==> src/rtl/spi_pkg.sv <==
// Shared definitions for the SPI slave front end: FSM state encoding,
// command opcodes and default word/data widths.
package spi_pkg;

    localparam int WORD_W = 10;
    localparam int DATA_W = 8;

    localparam logic [1:0] OP_WR_ADDR = 2'b00;
    localparam logic [1:0] OP_WR_DATA = 2'b01;
    localparam logic [1:0] OP_RD_ADDR = 2'b10;
    localparam logic [1:0] OP_RD_DATA = 2'b11;

    typedef enum logic [2:0] {
        IDLE      = 3'd0,
        CHK_CMD   = 3'd1,
        WRITE     = 3'd2,
        READ_ADD  = 3'd3,
        READ_DATA = 3'd4
    } spi_state_e;

endpackage

==> src/rtl/spi_if.sv <==
// Pad-side SPI pins plus the RAM-side word/read-data port of the SPI slave.
// rx_valid is a one-cycle strobe with no back-pressure (rx_data valid only
// while it is high); tx_valid/tx_data are sampled only while a read-data
// command is waiting for its byte, and ignored at any other time.
interface spi_if #(
    parameter int WORD_W = 10,
    parameter int DATA_W = 8
);
    logic              SS_n;
    logic              MOSI;
    logic              MISO;
    logic [WORD_W-1:0] rx_data;
    logic              rx_valid;
    logic [DATA_W-1:0] tx_data;
    logic              tx_valid;

    modport slave (
        input  SS_n, MOSI, tx_data, tx_valid,
        output MISO, rx_data, rx_valid
    );

    modport master (
        output SS_n, MOSI, tx_data, tx_valid,
        input  MISO, rx_data, rx_valid
    );
endinterface

==> src/rtl/spi_slave.sv <==
// SPI slave: assembles MSB-first command words from MOSI and shifts RAM read
// data out on MISO. Optional macro SPI_RD_ADDR_CHECK_EN drops read-data words without a prior read address.
module spi_slave
    import spi_pkg::*;
#(
    parameter int WORD_W = spi_pkg::WORD_W,
    parameter int DATA_W = spi_pkg::DATA_W
) (
    input  logic       clk,
    input  logic       rst,
    spi_if.slave       bus,
    output spi_state_e state,
    output logic       rd_addr_ok
);

    localparam logic [3:0] LAST_BIT  = 4'(WORD_W - 1);
    localparam logic [3:0] WORD_CNT  = 4'(WORD_W);
    localparam logic [3:0] OUT_START = 4'(DATA_W - 1);

    spi_state_e        state_q, state_d;
    logic [WORD_W-2:0] shift_q;
    logic [3:0]        bit_cnt_q;
    logic              rd_addr_ok_q;
    logic [WORD_W-1:0] rx_data_q;
    logic              rx_valid_q;
    logic              miso_q;
    logic [DATA_W-1:0] out_sr_q;
    logic [3:0]        out_cnt_q;
    logic              tx_wait_q;

    logic              sample_bit;
    logic              word_done;
    logic              emit;
    logic              start_readout;
    logic [WORD_W-1:0] word_next;
    logic [1:0]        opcode;

    assign word_next = {shift_q, bus.MOSI};
    assign opcode    = word_next[WORD_W-1 -: 2];

    always_comb begin
        state_d       = state_q;
        sample_bit    = 1'b0;
        word_done     = 1'b0;
        emit          = 1'b0;
        start_readout = 1'b0;
        case (state_q)
            IDLE: begin
                if (!bus.SS_n) state_d = CHK_CMD;
            end
            CHK_CMD: begin
                sample_bit = 1'b1;
                if (!bus.MOSI)         state_d = WRITE;
                else if (rd_addr_ok_q) state_d = READ_DATA;
                else                   state_d = READ_ADD;
            end
            WRITE, READ_ADD, READ_DATA: begin
                // Once the word is complete the counter parks at WORD_CNT and MOSI is ignored.
                if (bit_cnt_q < WORD_CNT) begin
                    sample_bit = 1'b1;
                    word_done  = (bit_cnt_q == LAST_BIT);
                end
            end
            default: state_d = IDLE;
        endcase

        if (state_q != IDLE && bus.SS_n) begin
            state_d    = IDLE;
            sample_bit = 1'b0;
            word_done  = 1'b0;
        end

`ifdef SPI_RD_ADDR_CHECK_EN
        emit = word_done && !(opcode == OP_RD_DATA && !rd_addr_ok_q);
`else
        emit = word_done;
`endif
        // Only the path entered with a valid read address actually reads RAM data back.
        start_readout = emit && (state_q == READ_DATA) && (opcode == OP_RD_DATA);
    end

    always_ff @(posedge clk) begin
        if (rst) begin
            state_q      <= IDLE;
            shift_q      <= '0;
            bit_cnt_q    <= '0;
            rd_addr_ok_q <= 1'b0;
            rx_data_q    <= '0;
            rx_valid_q   <= 1'b0;
            miso_q       <= 1'b0;
            out_sr_q     <= '0;
            out_cnt_q    <= '0;
            tx_wait_q    <= 1'b0;
        end else begin
            state_q    <= state_d;
            rx_valid_q <= emit;

            if (emit) begin
                rx_data_q <= word_next;
                if (opcode == OP_RD_ADDR)      rd_addr_ok_q <= 1'b1;
                else if (opcode == OP_RD_DATA) rd_addr_ok_q <= 1'b0;
            end

            if (state_d == IDLE) begin
                shift_q   <= '0;
                bit_cnt_q <= '0;
                miso_q    <= 1'b0;
                out_sr_q  <= '0;
                out_cnt_q <= '0;
                tx_wait_q <= 1'b0;
            end else begin
                if (sample_bit) begin
                    shift_q   <= word_next[WORD_W-2:0];
                    bit_cnt_q <= bit_cnt_q + 4'd1;
                end

                if (start_readout) begin
                    tx_wait_q <= 1'b1;
                end else if (tx_wait_q && bus.tx_valid) begin
                    // MSB goes straight to MISO on the capture edge; the rest queue behind it.
                    miso_q    <= bus.tx_data[DATA_W-1];
                    out_sr_q  <= {bus.tx_data[DATA_W-2:0], 1'b0};
                    out_cnt_q <= OUT_START;
                    tx_wait_q <= 1'b0;
                end else if (out_cnt_q != 4'd0) begin
                    miso_q    <= out_sr_q[DATA_W-1];
                    out_sr_q  <= {out_sr_q[DATA_W-2:0], 1'b0};
                    out_cnt_q <= out_cnt_q - 4'd1;
                end else begin
                    miso_q <= 1'b0;
                end
            end
        end
    end

    assign bus.MISO     = miso_q;
    assign bus.rx_data  = rx_data_q;
    assign bus.rx_valid = rx_valid_q;
    assign state        = state_q;
    assign rd_addr_ok   = rd_addr_ok_q;

endmodule

==> src/flat_wrapper.sv <==
// flat-port wrapper written by rule: the top's interface ports become plain ports
module spi_slave_flat import spi_pkg::*;
#(
    parameter int WORD_W = spi_pkg::WORD_W,
    parameter int DATA_W = spi_pkg::DATA_W
)
  (clk, rst, state, rd_addr_ok, bus_SS_n, bus_MOSI, bus_tx_data, bus_tx_valid, bus_MISO, bus_rx_data, bus_rx_valid);
  spi_if #(.WORD_W(WORD_W), .DATA_W(DATA_W)) bus_i ();
  input  logic clk;
  input  logic rst;
  output spi_state_e state;
  output logic rd_addr_ok;
  input wire logic [$bits(bus_i.SS_n)-1:0] bus_SS_n;
  input wire logic [$bits(bus_i.MOSI)-1:0] bus_MOSI;
  input wire logic [$bits(bus_i.tx_data)-1:0] bus_tx_data;
  input wire logic [$bits(bus_i.tx_valid)-1:0] bus_tx_valid;
  output wire logic [$bits(bus_i.MISO)-1:0] bus_MISO;
  output wire logic [$bits(bus_i.rx_data)-1:0] bus_rx_data;
  output wire logic [$bits(bus_i.rx_valid)-1:0] bus_rx_valid;
  assign bus_i.SS_n = bus_SS_n;
  assign bus_i.MOSI = bus_MOSI;
  assign bus_i.tx_data = bus_tx_data;
  assign bus_i.tx_valid = bus_tx_valid;
  assign bus_MISO = bus_i.MISO;
  assign bus_rx_data = bus_i.rx_data;
  assign bus_rx_valid = bus_i.rx_valid;
  spi_slave #(.WORD_W(WORD_W), .DATA_W(DATA_W)) u_core (.clk(clk), .rst(rst), .bus(bus_i), .state(state), .rd_addr_ok(rd_addr_ok));
endmodule
==> config.mk <==
export PLATFORM = sky130hd
export DESIGN_NAME = spi_slave_flat
export DESIGN_NICKNAME = d
export VERILOG_FILES = /design/src/rtl/spi_pkg.sv /design/src/rtl/spi_if.sv /design/src/rtl/spi_slave.sv /design/src/flat_wrapper.sv
export SDC_FILE = /design/constraint.sdc
export NUM_CORES = 1
export LEC_CHECK = 0
export CAP_MARGIN = 10
export CORE_UTILIZATION = 35
export CTS_CLUSTER_DIAMETER = 150
export CTS_CLUSTER_SIZE = 25
export DETAILED_ROUTE_END_ITERATION = 10
export PLACE_DENSITY = 0.61
export SLEW_MARGIN = 5
export SYNTH_ARGS = -nofsm -noshare
export SYNTH_HDL_FRONTEND = slang
export SYNTH_SLANG_ARGS = --single-unit
==> constraint.sdc <==
create_clock -name clk -period 5.6 [get_ports clk]
set_clock_uncertainty 0.2 [all_clocks]
set_input_delay 1.4 -clock clk [delete_from_list [all_inputs] [get_ports clk]]
set_output_delay 1.4 -clock clk [all_outputs]
set_load 0.01 [all_outputs]
==> insert_results.sql <==
INSERT INTO impl_metrics (metric_group, metric, value, unit) VALUES
('run_status', 'outcome', 'finished clean', ''),
('synthesis', 'synth-seq-area-share', '43.6', '%'),
('die', 'core_area', '0.00514', 'sq mm'),
('power_and_ir_drop', 'switchingPower', '0.000106', 'W'),
('synthesis', 'synth-async-reset-ratio', '0', '%'),
('synthesis', 'ys_top_cells_by_area', 'dfxtp_1 (44%), mux2i_1 (8.5%), a21oi_1 (5.3%)', ''),
('clock_tree', 'post_cts_buffers', '0', ''),
('global_route', 'grt-busiest-layer', 'met2', ''),
('power_and_ir_drop', 'worst_ir_drop_vdd', '106', 'uV'),
('clock_tree', 'worst_setup_hold_path_clk_slew', '70', 'ps'),
('sta', 'totalNegativeSetupSlack', '0', 'ps'),
('final_layout', 'core_utilization_of_the_finished_layout', '43.6', '%'),
('final_layout', 'nNetsFinal', '242', ''),
('final_layout', 'flow.area_growth_from_synthesis', '18.9', '%'),
('place', 'port-buffer-count', '28', ''),
('drt', 'routed_via_density', '5.13', ''),
('setup_path', 'cpMaxStageDelayCell', 'nand4_1', ''),
('power_and_ir_drop', 'p_comb_share', '5.4', '%'),
('clock_tree', 'cts-buffers-inserted', '5', ''),
('power_and_ir_drop', 'total_power', '0.000493', 'W'),
('power_and_ir_drop', 'power.share.switching', '21.6', '%'),
('global_route', 'vias_in_the_first_global_route', '1406', ''),
('sta', 'setup_viol', '0', ''),
('setup_path', 'worst_r2r_path_depth', '5', ''),
('setup_path', 'worstPathCellList', 'clkdlybuf4s50_1, nor2_1, nand4_1, and2_4, a311oi_2', ''),
('die', 'number_of_standard_cell_rows_in_the_floorplan', '26', ''),
('die', 'initial_core_util', '36.7', '%'),
('setup_path', 'critPathMaxFanout', '17', ''),
('final_layout', 'proportion_of_layout_cells_with_a_drive_suffix_above_1', '7.11', '%'),
('setup_path', 'regToRegEndpoint', 'u_core.out_cnt_q[1]', ''),
('synthesis', 'synth.cells.most_frequent', 'dfxtp_1 (41), a21oi_1 (20), nor2_1 (17), mux2i_1 (16), nand3_1 (11)', ''),
('drt', 'postRouteAntennaNets', '0', ''),
('synthesis', 'count_of_yosys_warnings_during_synthesis', '0', ''),
('place', 'gpl.final_weighted_congestion', '0.793', ''),
('final_layout', 'antenna_cells', '0', ''),
('sta', 'slew_violations', '0', ''),
('clock_tree', 'cts_tree', 'yes', ''),
('synthesis', 'synth_area', '0.00188', 'sq mm'),
('clock_tree', 'clk_sink_count', '41', ''),
('drt', 'post_detailed_route_drc_marker_count', '0', ''),
('die', 'die_height', '75.4', 'microns'),
('setup_path', 'r2r_start', 'u_core.bit_cnt_q[0]', ''),
('clock_tree', 'cts_root_buf', 'clkbuf_8', ''),
('clock_tree', 'cts.hold.buffers_added', '0', ''),
('power_and_ir_drop', 'seqPwrFrac', '59.9', '%'),
('sta', 'tightest_slew', '906', 'ps'),
('sta', 'fin_crit', '3410', 'ps'),
('drt', 'first_iter_violations', '82', ''),
('clock_tree', 'postCtsResizedCells', '0', ''),
('global_route', 'first_pass_grt_wire_length', '6330', 'microns'),
('setup_path', 'critical_path_class', 'input pin to register', ''),
('hold_path', 'min-delay-start', 'u_core.out_sr_q[1]', ''),
('die', 'die-area', '0.00568', 'sq mm'),
('clock_tree', 'ctsLongestPathBuffers', '2', ''),
('die', 'fp.dieW', '75.4', 'microns'),
('synthesis', 'synth_enable_flop_cells', '0', ''),
('drt', 'total_number_of_vias', '1512', ''),
('drt', 'post_drt_wl_per_cell', '12.8', 'microns'),
('hold_path', 'min-delay-path-class', 'register to register', ''),
('final_layout', 'fillCellCount', '555', ''),
('setup_path', 'timing.critical_path.arrival', '3400', 'ps'),
('hold_path', 'min_to', 'u_core.out_sr_q[1]', ''),
('setup_path', 'crit_required', '5590', 'ps'),
('setup_path', 'critical-path-max-stage-delay', '570', 'ps'),
('synthesis', 'yosys_most_used_dff', 'dfxtp_1', ''),
('global_route', 'grt_overflow', '0', ''),
('synthesis', 'synth_area_leader_cell', 'dfxtp_1', ''),
('synthesis', 'synth_top_area_share', '43.6', '%'),
('synthesis', 'synth_cell_type_count', '46', ''),
('power_and_ir_drop', 'p_clk_share', '34.7', '%'),
('global_route', 'antenna_found_initial', '0', '');
-- metrics by stage --
| step | setup slack, ps | area [sq um] | instances | hold WS (ps) |
|---|---|---|---|---|
| after CTS | 2190 | 2240 | 295 | 267 |
| after global placement | 1920 | 2170 | 289 | 253 |
| after global routing | 2030 | 2240 | 295 | 313 |
| after detailed placement | 1890 | 2170 | 289 | 257 |
| after floorplan | 2790 | 1880 | 206 | 235 |
| final | 2190 | 2240 | 295 | 282 |
-- layout by cell type (no fill, tap or decap), drive strengths merged --
cell and instances:
a21oi 20, o21a 1, nand3 11, nand2 6, o21ai 17, or4b 1
a211o 1, or3b 1, and2 5, inv 7, nor3 6, o211a 1
a311oi 1, o211ai 1, or3 3, and4bb 1, nand4 3, clkbuf 5
and3 1, o2111ai 2, o311ai 1, a211oi 8, mux2i 16, dfxtp 41
a22oi 1, a21boi 2, o311a 1, a32o 1, nor4b 1, ha 3
o41ai 1, a31oi 1, nor2 17, o2bb2ai 1, clkinv 1, nor2b 3
clkdlybuf4s50 28, nor3b 1, nand2b 2, nor4 1
-- sequential cells by signal, indices dropped and copies added (netlist names) --
name and count:
u_core.bus.MISO 1, u_core.bus.rx_data 10, u_core.state 3, u_core.bus.rx_valid 1, u_core.tx_wait_q 1, u_core.out_sr_q 7
u_core.bit_cnt_q 4, u_core.rd_addr_ok 1, u_core.shift_q 9, u_core.out_cnt_q 4
-- critical path, delay by kind of cell --
| kind | cells | cell delay (ps) |
|---|---|---|
| buffers and inverters | 1 | 550 |
| AO/OA/AOI/OAI | 1 | 260 |
| AND/OR/NAND/NOR | 3 | 1190 |
-- cells by family (layout without fill, tap and decap cells) --
kind of cell               after synthesis  after routing  share of synthesized area [%]
AOI/OAI and AO/OA                       61             61                           21.3
muxes                                   16             16                           8.50
adders and majority gates                3              3                           1.99
DFF                                     41             41                           43.6
buffers and inverters                   22             41                           5.98
and+or+nand+nor                         63             63                           18.7
-- routing by layer --
layer | up-vias | share of wire, %
met4 | 0 | 1.7
met2 | 28 | 45
met1 | 696 | 49
li1 | 783 | -
met5 | - | 0
met3 | 5 | 4.5
-- worst max-delay path by stage --
stage | end | depth (start not counted) | slack, ps
after floorplan | u_core.out_cnt_q[1] | 6 | 2790
after global placement | u_core.bit_cnt_q[2] | 3 | 1920
after detailed placement | u_core.bit_cnt_q[2] | 3 | 1890
after CTS | u_core.bit_cnt_q[2] | 3 | 2190
after global routing | u_core.bit_cnt_q[2] | 3 | 2030
final | u_core.out_cnt_q[1] | 5 | 2190
-- power by group through the flow --
stage / clock [W] / sequential, W / combinational (W)
5_1_grt: 0.000195 / 0.000295 / 0.0000291
6_report: 0.000171 / 0.000295 / 0.0000267
4_1_cts: 0.000180 / 0.000295 / 0.0000270
3_5_place_dp: 0 / 0.000302 / 0.0000269
2_1_floorplan: 0 / 0.000301 / 0.0000149
3_3_place_gp: 0 / 0.000302 / 0.0000266
-- cell type report --
type | instances | area, sq um | area share (%)
well taps | 70 | 87.6 | 3.91
repair buffers | 28 | 280 | 12.5
clock buffers | 5 | 68.8 | 3.07
clock inverters | 1 | 5.00 | 0.223
inverters | 7 | 26.3 | 1.17
multi-input cells | 143 | 951 | 42.5
flip-flops and latches | 41 | 821 | 36.6
(Power assumes the default switching activity.)
==> patch: new RTL, same flow settings <==
`WORD_W` is set to 10 in 2 places; all go to 12.
--- a/src/rtl/spi_pkg.sv
+++ b/src/rtl/spi_pkg.sv
@@ -3,5 +3,5 @@
 package spi_pkg;
 
-    localparam int WORD_W = 10;
+    localparam int WORD_W = 12;
     localparam int DATA_W = 8;
 
--- a/src/rtl/spi_if.sv
+++ b/src/rtl/spi_if.sv
@@ -4,5 +4,5 @@
 // command is waiting for its byte, and ignored at any other time.
 interface spi_if #(
-    parameter int WORD_W = 10,
+    parameter int WORD_W = 12,
     parameter int DATA_W = 8
 );
Ports: changed (resized bus_rx_data); port bits go from 29 to 31. No check against the original RTL was run, so the function may have changed too.
==> patch against the original RTL <==
  * Synthesized cell count decreased by 5.8%
  * Core utilization increased by 1.6 points
  * Area after synthesis increased by 0.80%
  * Sequential share of layout area increased by 1.9 points
  * Non-clock buffer count increased by 2
  * Critical path depth decreased by 1
  * Cell count decreased by 1.4%
  * Wire length decreased by 7.3%
  * Total power increased by 26%
  * Cell area increased by 4.3%
  * Worst setup slack got worse by 30 ps
  * Sequential cell count increased by 4
  * Die area increased by 0.77%
  * Critical endpoint is now u_core.out_cnt_q[2]
  * Largest cell class unchanged
  * Highest routed layer unchanged
==> patch: results <==
{
  "status": "finished, final reports clean",
  "synth_area_leaders": "dfxtp_1, mux2i_1, nor2_1",
  "pwr.group.sequential_w": 0.000328,
  "met1_length_um": 1720,
  "routed-wl-met3_um": 110,
  "p_int_w": 0.000491,
  "drt_iter0_markers": 69,
  "dp.cells": 283,
  "crit_start": "rst",
  "cts-htree-levels": 2,
  "grtUsageTotal": 0.134,
  "met1_usage": 0.171,
  "largest_register_ffs": 12,
  "synth_compound_area_frac": 0.123,
  "port_buffers": 30,
  "yosys.area_share.xor_xnor": 0,
  "cts.clk_slew.worst_paths_ps": 90,
  "slowest_delay_ps": 860,
  "final_nets": 235,
  "viasPerCell": 4.88,
  "critical-path-slowest-cell": "clkdlybuf4s50_1",
  "ys_types": 39,
  "grt_max_degree": 28,
  "power.density_nw_per_um2": 267,
  "worst_slew_pin_slew_ps": 940,
  "wl_met2_um": 1650,
  "vias": 1421,
  "wl_um": 3510,
  "die_w_um": 75.7,
  "r2r_start": "u_core.state[1]",
  "arrival_ps": 3430,
  "globalplace.congestion": 0.753,
  "yosys-top-cells-count": "dfxtp_1, nor2_1, mux2i_1, a21oi_1, a211oi_1",
  "combPwrFrac": 0.073,
  "p_leak_nw": 0.895,
  "synth-adder-area-share": 0.0132,
  "drive_gt1_frac": 0.0633,
  "grt_pass1_vias": 1279
}
-- patch: worst paths after layout --
kind	cells after the start	slack (ps)	end
max reg2reg	4	3480	u_core.bit_cnt_q[3]
min reg2reg	2	270	u_core.bus.rx_data[11]
max	4	2160	u_core.out_cnt_q[2]
min	2	270	u_core.bus.rx_data[11]
-- patch: cell type report --
type | count | area (um2) | area share
clock inverter | 1 | 30.0 | 0.0129
multi-input combinational | 134 | 916 | 0.392
sequential | 45 | 901 | 0.386
clock buffer | 7 | 86.3 | 0.0370
inverter | 4 | 15.0 | 0.00643
tap | 70 | 87.6 | 0.0375
timing repair buffer | 30 | 300 | 0.129
-- patch: cell families (layout without fill, tap and decap cells) --
group                    count (synthesis)  after routing
multiplexers                            30             30
flip-flops                              45             45
buffers and inverters                   15             42
AO/OA/AOI/OAI                           33             33
AND/OR/NAND/NOR                         69             69
adder cells (fa/ha/maj)                  2              2
